File: config.mk
export PLATFORM = sky130hd
export DESIGN_NAME = uart_rx_ctrl
export DESIGN_NICKNAME = d
export VERILOG_FILES = /design/src/rtl/uart_pkg.sv /design/src/rtl/uart_rx_sampler.sv /design/src/rtl/uart_rx_ctrl.sv
export SDC_FILE = /design/constraint.sdc
export NUM_CORES = 1
export LEC_CHECK = 0
export ABC_AREA = 1
export CORE_MARGIN = 2
export CORE_UTILIZATION = 35
export DETAILED_ROUTE_END_ITERATION = 6
export PLACE_DENSITY = 0.59
export SKIP_CTS_REPAIR_TIMING = 1
export SYNTH_ARGS = -nofsm -noshare
export SYNTH_HDL_FRONTEND = slang
export SYNTH_SLANG_ARGS = --single-unit
export TNS_END_PERCENT = 5
File: constraint.sdc
create_clock -name clk -period 2.25 [get_ports clk]
set_input_delay 0.225 -clock clk [delete_from_list [all_inputs] [get_ports clk]]
set_output_delay 0.225 -clock clk [all_outputs]
set_load 0.05 [all_outputs]
File: src/rtl/uart_pkg.sv
// uart_pkg: shared UART receive types, default oversampling and sample-index constants
package uart_pkg;
  typedef enum logic [2:0] {IDLE, START, DATA, PARITY, STOP} state_t;
  localparam int OVERSAMPLE_DEF = 16;
  localparam int SAMPLE_MID = OVERSAMPLE_DEF / 2;
  localparam int SAMPLE_DEC = SAMPLE_MID + 1;
  function automatic int dec_idx(input int os);
    return os / 2 + 1;
  endfunction
endpackage

File: src/rtl/uart_rx_sampler.sv
// uart_rx_sampler: tick counter, mid-bit sample history and 2-of-3 vote; ports clk/rst, rx_tick, clr (hold counter at 0), rx_in -> decide, bit_end strobes and voted bit_val
module uart_rx_sampler
  import uart_pkg::*;
#(
  parameter int OVERSAMPLE = OVERSAMPLE_DEF
) (
  input  logic clk,
  input  logic rst,
  input  logic rx_tick,
  input  logic clr,
  input  logic rx_in,
  output logic decide,
  output logic bit_end,
  output logic bit_val
);
  localparam int CW = $clog2(OVERSAMPLE);
  localparam logic [CW-1:0] DEC = CW'(dec_idx(OVERSAMPLE));
  localparam logic [CW-1:0] LAST = CW'(OVERSAMPLE - 1);
  logic [CW-1:0] tick_cnt;
  logic [1:0] hist;
  always_ff @(posedge clk or negedge rst) begin
    if (!rst) begin
      tick_cnt <= '0;
      hist <= '0;
    end else if (rx_tick) begin
      tick_cnt <= (clr || tick_cnt == LAST) ? '0 : tick_cnt + CW'(1);
      hist <= {hist[0], rx_in};
    end
  end
  assign decide = rx_tick & ~clr & (tick_cnt == DEC);
  assign bit_end = rx_tick & ~clr & (tick_cnt == LAST);
  assign bit_val = (hist[1] & hist[0]) | (hist[1] & rx_in) | (hist[0] & rx_in);
endmodule

File: src/rtl/uart_rx_ctrl.sv
// uart_rx_ctrl: UART receive sequencer; ports clk/rst, rx_tick, rx_in, par_en/par_odd -> sipo_en/sipo_din shift pulses, rx_valid with parity_err/frame_err status, busy
module uart_rx_ctrl
  import uart_pkg::*;
#(
  parameter int DATA_WIDTH = 8,
  parameter int OVERSAMPLE = OVERSAMPLE_DEF
) (
  input  logic clk,
  input  logic rst,
  input  logic rx_tick,
  input  logic rx_in,
  input  logic par_en,
  input  logic par_odd,
  output logic sipo_en,
  output logic sipo_din,
  output logic rx_valid,
  output logic parity_err,
  output logic frame_err,
  output logic busy
);
  localparam int BW = $clog2(DATA_WIDTH);
  localparam logic [BW-1:0] LAST_BIT = BW'(DATA_WIDTH - 1);
  state_t state, state_n;
  logic armed, armed_n, p_en, p_en_n, p_odd, p_odd_n, par_acc, par_acc_n;
  logic perr_pend, perr_pend_n, sipo_en_n, sipo_din_n, rx_valid_n, pe_n, fe_n;
  logic [BW-1:0] bit_cnt, bit_cnt_n;
  logic decide, bit_end, bit_val;
  uart_rx_sampler #(.OVERSAMPLE(OVERSAMPLE)) u_sampler (
    .clk(clk),
    .rst(rst),
    .rx_tick(rx_tick),
    .clr(state == IDLE),
    .rx_in(rx_in),
    .decide(decide),
    .bit_end(bit_end),
    .bit_val(bit_val)
  );
  always_ff @(posedge clk or negedge rst) begin
    if (!rst) begin
      state <= IDLE;
      armed <= 1'b0;
      p_en <= 1'b0;
      p_odd <= 1'b0;
      par_acc <= 1'b0;
      perr_pend <= 1'b0;
      bit_cnt <= '0;
      sipo_en <= 1'b0;
      sipo_din <= 1'b0;
      rx_valid <= 1'b0;
      parity_err <= 1'b0;
      frame_err <= 1'b0;
      busy <= 1'b0;
    end else begin
      state <= state_n;
      armed <= armed_n;
      p_en <= p_en_n;
      p_odd <= p_odd_n;
      par_acc <= par_acc_n;
      perr_pend <= perr_pend_n;
      bit_cnt <= bit_cnt_n;
      sipo_en <= sipo_en_n;
      sipo_din <= sipo_din_n;
      rx_valid <= rx_valid_n;
      parity_err <= pe_n;
      frame_err <= fe_n;
      busy <= state_n != IDLE;
    end
  end
  always_comb begin
    state_n = state;
    armed_n = armed;
    p_en_n = p_en;
    p_odd_n = p_odd;
    par_acc_n = par_acc;
    perr_pend_n = perr_pend;
    bit_cnt_n = bit_cnt;
    sipo_en_n = 1'b0;
    sipo_din_n = 1'b0;
    rx_valid_n = 1'b0;
    pe_n = parity_err;
    fe_n = frame_err;
    if (rx_tick) begin
      case (state)
        IDLE: begin
          if (rx_in) armed_n = 1'b1;
          else if (armed) begin
            state_n = START;
            armed_n = 1'b0;
            p_en_n = par_en;
            p_odd_n = par_odd;
          end
        end
        START: begin
          if (decide && bit_val) state_n = IDLE;
          else if (bit_end) begin
            state_n = DATA;
            bit_cnt_n = '0;
            par_acc_n = 1'b0;
          end
        end
        DATA: begin
          if (decide) begin
            sipo_en_n = 1'b1;
            sipo_din_n = bit_val;
            par_acc_n = par_acc ^ bit_val;
          end
          if (bit_end) begin
            if (bit_cnt == LAST_BIT) state_n = p_en ? PARITY : STOP;
            else bit_cnt_n = bit_cnt + BW'(1);
          end
        end
        PARITY: begin
          if (decide) perr_pend_n = par_acc ^ bit_val ^ p_odd;
          if (bit_end) state_n = STOP;
        end
        STOP: begin
          // leave at the stop-bit centre so the next start edge is found afresh
          if (decide) begin
            rx_valid_n = 1'b1;
            fe_n = ~bit_val;
            pe_n = p_en & perr_pend;
            armed_n = 1'b0;
            state_n = IDLE;
          end
        end
        default: state_n = IDLE;
      endcase
    end
  end
endmodule

# Word-level counts from Yosys, hierarchy flattened
# Cells that the tools add are included.
word_totals:
  reg_bits: 23
  input_bits: 6
  out_inout_bits: 6
  wordCells: 88
classes:
  add_sub_neg: 2
  n_eq_ne: 13
  n_mux: 32
  n_bitwise: 14
  reduce_logical: 12
ops:
  columns: ["op", "count"]
  rows:
  - ["3-bit 2-to-1 mux", 14]
  - ["3-bit one-hot mux with 5 select lines", 1]
  - ["1-bit 2-to-1 mux", 13]
  - ["2-bit inequality test (second input constant)", 6]
  - ["3-bit AND reduction", 3]
  - ["4-bit equality test (second input constant)", 2]
  - ["1-bit bitwise AND", 7]
  - ["3-bit by 2-bit equality test with 1-bit output (second input constant)", 2]
  - ["3-bit equality test (second input constant)", 2]
  - ["3-bit one-hot mux with 2 select lines", 1]
  - ["6-bit AND reduction", 1]
  - ["5-bit AND reduction", 1]
  - ["4-bit by 1-bit adder with 4-bit output (second input constant)", 1]
  - ["4-bit 2-to-1 mux", 1]
  - ["1-bit one-hot mux with 2 select lines", 2]
  - ["4-bit AND reduction", 1]
  - ["2-bit nonzero test", 2]
  - ["3-bit by 1-bit adder with 3-bit output (second input constant)", 1]
  - ["3-bit by 1-bit equality test with 1-bit output (second input constant)", 1]
  - ["3-bit zero test", 1]
  - ["1-bit inverter", 3]
  - ["3-bit nonzero test", 1]
  - ["1-bit bitwise OR", 2]
  - ["1-bit XOR", 2]
  - ["2 further kinds", 2]

# Longest topological paths before layout
logic_depth:
  ltp_word: 9
  mapped_depth: 12
  ltp_nobuf: 12

# Modules after synthesis
# Synthesis repeated with hierarchy kept, for this count alone.
hier_totals:
  hier_cells: 161
  hier_area_um2: 1272.5
by_module_without_submodules:
  columns: ["module", "instances", "cells_each", "area_per_inst_um2", "seq_area_each_um2"]
  rows:
  - ["uart_rx_ctrl", 1, 121, 948.4, 425.4]
  - ["uart_rx_sampler", 1, 40, 324.1, 150.1]

# Worst setup path after synthesis
# Ideal clock, no wire load.
synth_path:
  kind: "register to register"
  start: "register bit_cnt[0]"
  end: "register busy"
  setup_time_ns: 0.125
  t_arrival_ns: 1.393
  required_ns: 2.125
  slack_ns: 0.732
  path_stages_with_launch: 11
  path_buffers: 0
  period_less_slack_ns: 1.518
  cell_sequence: "dfrtp_1 ha_1 ha_1 inv_1 nor2_1 o21ai_0 nor2_1 o21ai_0 nand2_1 nor2_1 nand3_1"
synth_via:
  elab_chain_len: 6
synth_lines:
  columns: ["element", "line_no", "text"]
  rows:
  - ["start, declared", "uart_rx_ctrl.sv:26", "logic [BW-1:0] bit_cnt, bit_cnt_n;"]
  - ["start signal, assigned", "uart_rx_ctrl.sv:60", "bit_cnt <= bit_cnt_n;"]
  - ["3-bit equality test", "uart_rx_ctrl.sv:108", "if (bit_cnt == LAST_BIT) state_n = p_en ? PARITY : STOP;"]
  - ["3-bit 2-to-1 mux", "uart_rx_ctrl.sv:108", null]
  - ["3-bit 2-to-1 mux", "uart_rx_ctrl.sv:107", "if (bit_end) begin"]
  - ["3-bit one-hot mux with 5 select lines", "uart_rx_ctrl.sv:83", "case (state)"]
  - ["3-bit 2-to-1 mux", "uart_rx_ctrl.sv:82", "if (rx_tick) begin"]
  - ["via state_n[2]", "uart_rx_ctrl.sv:23", "state_t state, state_n;"]
  - ["3-bit nonzero test", "uart_rx_ctrl.sv:66", "busy <= state_n != IDLE;"]
  - ["end signal, assigned", "uart_rx_ctrl.sv:52", "busy <= 1'b0;"]
  - ["end signal, assigned", "uart_rx_ctrl.sv:66", null]
  - ["end, declared", "uart_rx_ctrl.sv:19", "output logic busy"]
# The timed path passes the listed nets, and every way through them passes these cells.
# A chain may end at the register's enable or synchronous reset.

# Worst setup path after layout
# Ends and elaborated chain as after synthesis.

==> metrics.md <==
| Metric | Value |
|---|---|
| Status | completed |
| Clock transition at the registers of the reported paths | 0.13 ns |
| CP Depth | 10 |
| Setup TNS | 0 ns |
| Die area | 0.00397 mm^2 |
| Site Rows | 21 |
| Routability Congestion | 0.916 |
| Slowest stage delay, CP | 0.42 ns |
| Drt initial violations | 17 |
| CTS tree | yes |
| Initial antenna violation count | 0 |
| Worst EP arrival | 1.95 ns |
| Pleak | 0.663 nW |
| TritonCTS Buffers | 3 |
| Mux cell area share after synthesis | 1.85% |
| Largest net degree at the start of global routing | 24 |
| GRT overflow | 0 |
| Post-synth EDFFs | 0 |
| XOR/XNOR Fraction of Synth Area | 2.15% |
| Per-cell routed wire length | 10.8 um |
| Global-route wire length before repair | 4000 um |
| DRC violations left | 0 |
| Min-delay worst type | input port to async pin |
| Critical path required time | 2.46 ns |
| Seq/Total Area, Yosys | 47.2% |
| Setup Skew | 0.0136 ns |
| CP most frequent cell | nor2_1 |
| Syn. warnings | 0 |
| Number of buffer cells added on primary ports | 11 |
| Bufs and invs on worst path | 1 |
| Combinational power share | 27.4% |
| Core ar. | 0.00334 mm^2 |
| Synth Flop Type | dfrtp_1 |
| CTS sink cnt | 23 |
| Pwr Total | 0.984 mW |
| Main combinational cell family by area after synthesis | simple AND/OR/NAND/NOR gates |
| Setup WS pre-CTS | 0.390 ns |
| CP max FO | 3 |
| Mapped Area | 0.00122 mm^2 |
| Adder-Cell Fraction of Synth Area | 4.10% |
| I/O pins | 12 |
| CP endpoint kind | flop |
| Layout cell share with drive strength beyond 1 | 16.2% |
| RSZ-0062 raised after global routing | no |
| Reg power frac | 53.1% |
| Maximum vdd drop | 0.000324 V |
| Htree depth | 1 |
| Slew margin rel. | 66.9% |
| Sw Share | 33.6% |
| DR vias | 947 |
| Longest Clk Path Bufs | 2 |
| Area growth syn-to-layout | 16.0% |
| Placed cell areas | 0.00139 mm^2 |
| CP max stage cell | dfrtp_1 |
| Die height | 63.0 um |
| MaxCap Viol Count | 0 |
| Int Pwr | 0.653 mW |
| Root buf cell | clkbuf_4 |
| Worst-Margin Slew | 0.495 ns |
| Utilization after layout | 42.4% |
| Final hold slack | 0.248 ns |
| Worst Setup Start Kind | flop |
| Top delay family on crit path | flip-flops |
| Die Width | 63.0 um |
| Leading cell types in the layout, fill and taps excluded | nand2_1 (32), dfrtp_1 (23), inv_1 (14) |
| Design Area, Final | 0.00142 mm^2 |
| Routed wire length | 2170 um |
| Via/cell ratio | 4.74 |
| Fin crit share | 77.5% |
| Distinct cells, synth | 30 |
| Vias in the first global route | 938 |
| GRT Util Overall | 12.7% |
| First drt pass iteration count | 7 |
| Mapped Avg Cell Area | 8.84 um^2 |
| Post-layout min period | 1.74 ns |
| Crit Path Category | flop to flop |
| Syn_nets | 148 |
| Compound-Gate Fraction of Synth Area | 12.8% |
| Final HPWL DP | 1740 um |
| Cells along the critical path | ha_1 > ha_1 > inv_1 > nor2_1 > o21ai_0 > nor2_1 > o21ai_0 > nand2_1 > nor2_1 > nand3_1 |
| Syn Inst Count | 138 |
| Max Fclk | 574 MHz |
| Fin cells | 200 |
| Worst setup margin | 0.507 ns |
| Reg2Reg Depth | 10 |
| Final #Nets | 165 |
| Post-route ant nets | 0 |
| # setup viols final | 0 |
| #FFs+latches synth | 23 |
| Leading cell type in the layout, fill and taps excluded | nand2_1 |
| Placed Cells | 196 |
| Clock latency on the worst-skew pair | 0.31 ns |
| Final Hold Fails | 0 |
| Antenna cells | 0 |
| Clk pwr share | 19.5% |
| Final slew viol count | 0 |
| Number of fill cells | 338 |
| Switch Pwr | 0.330 mW |
| Simple-Gate Fraction of Synth Area | 25.1% |
| PwrDens | 695 mW/mm^2 |
| Asr flop ratio synth | 100% |
| Initial Utilization | 36.6% |
-- path summary, 6_finish.rpt --
| check | from | slack [ns] | end |
|---|---|---|---|
| setup reg to reg | bit_cnt[0] | 0.51 | busy |
| setup / recovery | bit_cnt[0] | 0.51 | busy |
| max in group asynchronous | rst | 1.75 | parity_err |
| hold reg to reg | bit_cnt[1] | 0.50 | bit_cnt[1] |
| hold / removal | rst | 0.25 | rx_valid |
| min in group clk | bit_cnt[1] | 0.50 | bit_cnt[1] |
-- area by class of cell --
type | count | area [um^2] | area share, %
Tap cell | 46 | 57.6 | 4.07
Multi-Input combinational cell | 97 | 562 | 39.7
Clock buffer | 4 | 26.3 | 1.86
Inverter | 17 | 68.8 | 4.86
Timing Repair Buffer | 13 | 125 | 8.84
Sequential cell | 23 | 576 | 40.7
-- routing by layer --
| metal | share of wire [%] | global-route usage [%] | vias up |
|---|---|---|---|
| li1 | - | - | 479 |
| met1 | 51 | 15.8 | 451 |
| met2 | 45 | 21.0 | 13 |
| met3 | 2.8 | 2.34 | 4 |
| met4 | 1.5 | 6.39 | 0 |
| met5 | 0 | 0 | - |
-- cell usage after synthesis, types with 3 or more instances --
| cell | n | share of area (%) |
|---|---|---|
| dfrtp_1 | 23 | 47 |
| a21oi_1 | 7 | 2.9 |
| nand3_1 | 6 | 2.5 |
| nor2_4 | 3 | 2.8 |
| o21ai_0 | 8 | 3.3 |
| inv_1 | 14 | 4.3 |
| nor2_1 | 10 | 3.1 |
| nand2_1 | 32 | 9.8 |
| ha_1 | 4 | 4.1 |
-- power by group through the flow --
stage	sequential, mW	clock, mW	combinational (mW)
2_1_floorplan	0.542	0	0.186
3_3_place_gp	0.531	0	0.268
3_5_place_dp	0.533	0	0.275
4_1_cts	0.524	0.198	0.276
5_1_grt	0.531	0.221	0.306
6_report	0.523	0.192	0.269
-- sequential cells by signal, indices dropped and copies added (netlist names) --
| register | cells |
|---|---|
| armed | 1 |
| bit_cnt | 3 |
| busy | 1 |
| frame_err | 1 |
| p_en | 1 |
| p_odd | 1 |
| par_acc | 1 |
| parity_err | 1 |
| perr_pend | 1 |
| rx_valid | 1 |
| sipo_din | 1 |
| sipo_en | 1 |
| state | 3 |
| u_sampler.hist | 2 |
| u_sampler.tick_cnt | 4 |
-- cells by family (layout without fill, tap and decap cells) --
kind of cell | Yosys count | count (layout)
and+or+nand+nor | 63 | 63
AOI/OAI and AO/OA | 25 | 25
DFF | 23 | 23
buffers and inverters | 18 | 34
adders and majority gates | 4 | 4
xor gates and xnor gates | 3 | 3
muxes | 2 | 2
Note: power is estimated with default switching activity, not from simulation.
